[src/rtl/vend_ctrl_param.sv]
// vend_ctrl_param: vending core; in: clk, rst_n, coin_pulse, sel_next, cancel; out: item_idx, price, credit, change, state_o, busy, vend/refund/reject pulses
module vend_ctrl_param #(
  parameter int NUM_ITEMS = 4,
  parameter int NUM_COINS = 2,
  parameter int VAL_W = 7,
  parameter logic [NUM_ITEMS*VAL_W-1:0] PRICE_TABLE = {7'd30, 7'd24, 7'd15, 7'd5},
  parameter logic [NUM_COINS*VAL_W-1:0] COIN_TABLE = {7'd10, 7'd5},
  parameter int HOLD_CYC = 100_000_000,
  parameter int TIMEOUT_CYC = 1_500_000_000,
  localparam int IW = $clog2(NUM_ITEMS)
) (
  input  logic                 clk,
  input  logic                 rst_n,
  input  logic [NUM_COINS-1:0] coin_pulse,
  input  logic                 sel_next,
  input  logic                 cancel,
  output logic [IW-1:0]        item_idx,
  output logic [VAL_W-1:0]     price,
  output logic [VAL_W-1:0]     credit,
  output logic [VAL_W-1:0]     change,
  output logic [1:0]           state_o,
  output logic                 busy,
  output logic                 vend_pulse,
  output logic                 refund_pulse,
  output logic                 reject_pulse
);
  localparam int HW = HOLD_CYC > 1 ? $clog2(HOLD_CYC) : 1;
  localparam int TW = TIMEOUT_CYC > 1 ? $clog2(TIMEOUT_CYC) : 1;
  localparam int TO_LAST = TIMEOUT_CYC > 0 ? TIMEOUT_CYC - 1 : 0;
  typedef enum logic [1:0] {IDLE, CREDIT, VEND, REFUND} state_t;
  state_t st;
  logic [HW-1:0] hcnt;
  logic [TW-1:0] tcnt;
  logic [IW-1:0] next_idx;
  logic [VAL_W-1:0] next_price;
  logic [VAL_W-1:0] coin_val;
  logic [VAL_W:0] sum;
  logic coin_any, coin_multi, coin_ok, vend_due, idle_tick, timed_out, hold_done;
  always_comb begin
    coin_val = '0;
    for (int j = NUM_COINS - 1; j >= 0; j--) coin_val = coin_pulse[j] ? COIN_TABLE[j*VAL_W +: VAL_W] : coin_val;
    next_idx = item_idx == IW'(NUM_ITEMS - 1) ? '0 : item_idx + 1'b1;
    next_price = PRICE_TABLE[VAL_W-1:0];
    for (int i = 0; i < NUM_ITEMS; i++) next_price = next_idx == IW'(i) ? PRICE_TABLE[i*VAL_W +: VAL_W] : next_price;
  end
  assign sum = {1'b0, credit} + {1'b0, coin_val};
  assign coin_any = |coin_pulse;
  assign coin_multi = |(coin_pulse & (coin_pulse - NUM_COINS'(1)));
  assign coin_ok = coin_any && !sum[VAL_W];
  assign vend_due = st == CREDIT && credit >= price;
  assign idle_tick = TIMEOUT_CYC > 0 && st == CREDIT && !vend_due && !cancel && !coin_ok && !(sel_next && !coin_any);
  assign timed_out = idle_tick && tcnt == TW'(TO_LAST);
  assign hold_done = hcnt == HW'(HOLD_CYC - 1);
  assign state_o = st;
  always_ff @(posedge clk or negedge rst_n)
    if (!rst_n) begin
      st <= IDLE;
      item_idx <= '0;
      price <= PRICE_TABLE[VAL_W-1:0];
      credit <= '0;
      change <= '0;
      busy <= 1'b0;
      vend_pulse <= 1'b0;
      refund_pulse <= 1'b0;
      reject_pulse <= 1'b0;
      hcnt <= '0;
      tcnt <= '0;
    end else begin
      vend_pulse <= 1'b0;
      refund_pulse <= 1'b0;
      reject_pulse <= coin_any;
      tcnt <= idle_tick ? tcnt + 1'b1 : '0;
      if (busy) begin
        hcnt <= hcnt + 1'b1;
        if (hold_done) begin
          st <= IDLE;
          busy <= 1'b0;
          credit <= '0;
          change <= '0;
          hcnt <= '0;
        end
      end else if (vend_due) begin
        st <= VEND;
        busy <= 1'b1;
        vend_pulse <= 1'b1;
        change <= credit - price;
      end else if (cancel) begin
        if (st == CREDIT) begin
          st <= REFUND;
          busy <= 1'b1;
          refund_pulse <= 1'b1;
          change <= credit;
        end
      end else if (coin_any) begin
        reject_pulse <= coin_multi | sum[VAL_W];
        if (!sum[VAL_W]) begin
          st <= CREDIT;
          credit <= sum[VAL_W-1:0];
        end
      end else if (sel_next) begin
        item_idx <= next_idx;
        price <= next_price;
      end
      if (timed_out) begin
        st <= REFUND;
        busy <= 1'b1;
        refund_pulse <= 1'b1;
        change <= credit;
        tcnt <= '0;
      end
    end
endmodule

[config.mk]
export PLATFORM = sky130hd
export DESIGN_NAME = vend_ctrl_param
export DESIGN_NICKNAME = d
export VERILOG_FILES = /design/src/rtl/vend_ctrl_param.sv
export SDC_FILE = /design/constraint.sdc
export NUM_CORES = 1
export LEC_CHECK = 0
export ABC_AREA = 1
export BUFFER_PORTS_ARGS = -buffer_cell sky130_fd_sc_hd__buf_2
export CORE_ASPECT_RATIO = 0.6
export CORE_UTILIZATION = 62
export DETAILED_ROUTE_END_ITERATION = 10
export GPL_TIMING_DRIVEN = 1
export PLACE_DENSITY_LB_ADDON = 0.1
export RECOVER_POWER = 25
export SLEW_MARGIN = 20
export SYNTH_ARGS = -nofsm -noshare
export SYNTH_HDL_FRONTEND = slang
export SYNTH_SLANG_ARGS = --single-unit
[constraint.sdc]
create_clock -name clk -period 2.4 [get_ports clk]
set_input_delay 0.36 -clock clk [delete_from_list [all_inputs] [get_ports clk]]
set_output_delay 0.36 -clock clk [all_outputs]
set_load 0.05 [all_outputs]
==> results.md <==
* Outcome: completed
* Final Cycle Share at a little over nine tenths
* Post-DP HPWL at between 10 and 15 mm
* Slew HR at between 40 and 50%
* Hold WC Path Type: in -> reg
* Most common cell after layout, fill and taps aside: nand2_1
* Routed WL per cell at around 16 µm
* PortBufs at 32
* Top-Level Pins at 35
* DR pass1 iterations at 5
* Most frequent cells in the layout: 185 x nand2_1, 94 x inv_1, 80 x dfrtp_1, 70 x nor2_1, 67 x nand3_1
* First-pass GRT wire length at about 23 mm
* Seq/Total Area, Yosys at 37.48%
* Nets@finish at roughly 800
* Crit. End Element: flop
* Final hold vios at 0
* Crit path DAT at around 2.6 ns
* GPL Wtd Cong at ~0.97
* Initial antenna violation count at 0
* Vias/cell at slightly below 6
* Static Leak at 2.917 nW
* Unrepaired setup endpoints after global routing: true
* Inserted Diodes at 0
* Num CTS Buffers at 9
* Synthesis-to-layout area growth at 12.92%
* Power per Cell Area at about 460 mW/mm²
* Grt ovf at 0
* Cell Area, Synth at 0.005548 mm²
* Fin Setup TNS at 0 ns
* Pin count of the biggest net entering global routing at slightly above 50
* Clock skew at roughly 0.0085 ns
* Die H at between 70 and 80 µm
* Clock Pin Slew Worst Setup and Hold Paths at roughly 0.06 ns
* Starting Density at roughly 65%
* Non-Filler Instances at between 900 and 1000
* CP max FO at 7
* Post-synth EDFFs at 0
* DRC violations left at 0
* Number of global-route vias before repair at ~4600
* Dpl cell area at 0.005901 mm²
* Die Wd at roughly 120 µm
* Setup CP Type: reg -> reg
* DRT antenna net count at 0
* Layout cells sized above 1 at 17.41%
* Mapped Cells at 750
* CTS tree: built
* Endpoints failing setup at 0
* Worst-Margin Slew at slightly below 0.9 ns
* Final min period at 2.284 ns
* Clock Sinks at between 80 and 90
* Vias at ~5300
* # rows at 26
* Seq cells post-synth at just over 80
* Slew Limit Fails at 0
* Top_reg_cell synth: dfrtp_1
* Initial DRC count at 663
* Synth warn at 0
* Mean Syn Cell Area at about 7.4 µm²
* Inst Count DP at about 900
* Clock Tree Buf Depth at 2
* Synth area leaders: dfrtp_1 37%, nand2_1 13%, inv_1 6.4%
* Clock root buffer: clkbuf_16
* Total track usage at between 30% and 40%
* WHS Endpoint: reject_pulse$_DFF_PN0_
* Hold wc startpoint: coin_pulse[1]
* Flop2flop setup slack at between 0.1 and 0.15 ns
* CP Launch Type: flop
* Top cell type by total area after synthesis: dfrtp_1
* CP required at about 2.7 ns
* IR drop worst, VDD at 0.3326 mV
* Synth top area share at around 37%
* Worst R2R Path Depth at 12
* Max Fclk at 437.9 MHz
* Post-synth ARST share at 100.0%
* Reg2Reg Launch Point: price[2]$_DFFE_PN1P_
* Die area at 0.009343 mm²
* Core area at 0.008588 mm²
* Critical R2R Capture: item_idx[0]$_DFFE_PN0P_
* Total wire length at 14.56 mm
* Synth unique cells at 46
* Fin area at about 0.0063 mm²
* CTS H-tree depth at 3
* Worst Hold Depth at 3
* Clk_lat worst skew at 0.35 ns
* Number of max-cap violations at 0
-- power breakdown --
part | internal (W) | leakage, nW | switching, W
logic | 0.0000148 | 1.67 | 0.0000640
registers | 0.00140 | 1.10 | 0.000000149
clock network | 0.000808 | 0.143 | 0.000582
-- what timing repair did --
item                       CTS  global route
buffers inserted             0             3
hold endpoints to repair    31             0
gates resized for setup      0            11
setup endpoints to repair    0            41
hold buffers                 1             0
-- kinds of logic (layout without fill, tap and decap cells) --
logic type	after synthesis	after routing	share of synthesized area, %
adders and majority gates	13	13	3.067
other	1	2	0.06759
and+or+nand+nor	453	453	40.93
DFF	83	83	37.48
xor gates and xnor gates	24	24	3.789
buffers and inverters	120	173	8.931
AOI/OAI and AO/OA	56	56	5.729
-- final cells by class --
type	count	area, µm²
multi-input combinational	548	3028
tap	112	140.1
timing repair buffer	55	335.3
clock buffer	10	229.0
clock inverter	6	65.06
inverter	102	386.6
fill	677	2323
sequential	83	2081
-- worst max path at each step --
stage                                 start                       to  slack, ns
floorplan           item_idx[0]$_DFFE_PN0P_   state_o[1]$_DFFE_PN0P_       0.03
global placement       price[2]$_DFFE_PN1P_  item_idx[0]$_DFFE_PN0P_       0.16
detailed placement     price[2]$_DFFE_PN1P_        tcnt[6]$_DFF_PN0_       0.05
CTS                    price[2]$_DFFE_PN1P_  item_idx[0]$_DFFE_PN0P_       0.03
global route           price[2]$_DFFE_PN1P_  item_idx[0]$_DFFE_PN0P_      -0.01
finish                 price[2]$_DFFE_PN1P_  item_idx[0]$_DFFE_PN0P_       0.12
-- critical path, cell delays in order, from the launching register on --
cell and delay [ns]:
dfstp_2 0.54, inv_1 0.07, ha_4 0.27, a21oi_4 0.17
nand2_2 0.10, nand2_4 0.10, nand3_4 0.12, nand2_4 0.13
nand3_4 0.11, nor2_4 0.19, inv_2 0.07, or2_1 0.23
o21ai_2 0.12
-- layer usage --
metal,global-route usage (%),part of all wire [%]
met3,8.182,9.1
met5,0,0
met4,7.011,1.1
met2,47.45,43
met1,48.72,47
-- cell usage after synthesis, types with 6 or more instances --
cell	instances
a21oi_1	17
buf_2	6
dfrtp_1	81
ha_1	12
inv_1	94
inv_2	6
nand2_1	186
nand3_1	67
nand3b_1	8
nand4_1	34
nor2_1	70
nor2_2	21
nor2_4	6
nor3_1	23
nor4_1	9
o21ai_0	25
xor2_1	19
-- stage by stage --
| stage | setup WS, ns | hold WS (ns) | util (%) | total power [W] |
|---|---|---|---|---|
| 2_1_floorplan | 0.02779 | 0.06441 | - | 0.001464 |
| 3_3_place_gp | 0.1554 | 0.3370 | 68.71 | 0.001504 |
| 3_5_place_dp | 0.04686 | 0.3464 | 68.71 | 0.001507 |
| 4_1_cts | 0.02789 | 0.4203 | 72.25 | 0.002891 |
| 5_1_grt | -0.01116 | 0.4807 | 72.95 | 0.002939 |
| 6_report | 0.1162 | 0.4284 | 72.95 | 0.002869 |
-- flip-flops by register name, summed over array words and instances, names as in the netlist, 2 cells and up --
| name | flops |
|---|---|
| credit | 7 |
| tcnt | 31 |
| state_o | 2 |
| item_idx | 2 |
| hcnt | 27 |
| change | 7 |
| price | 3 |
Note: power is estimated with default switching activity, not from simulation.
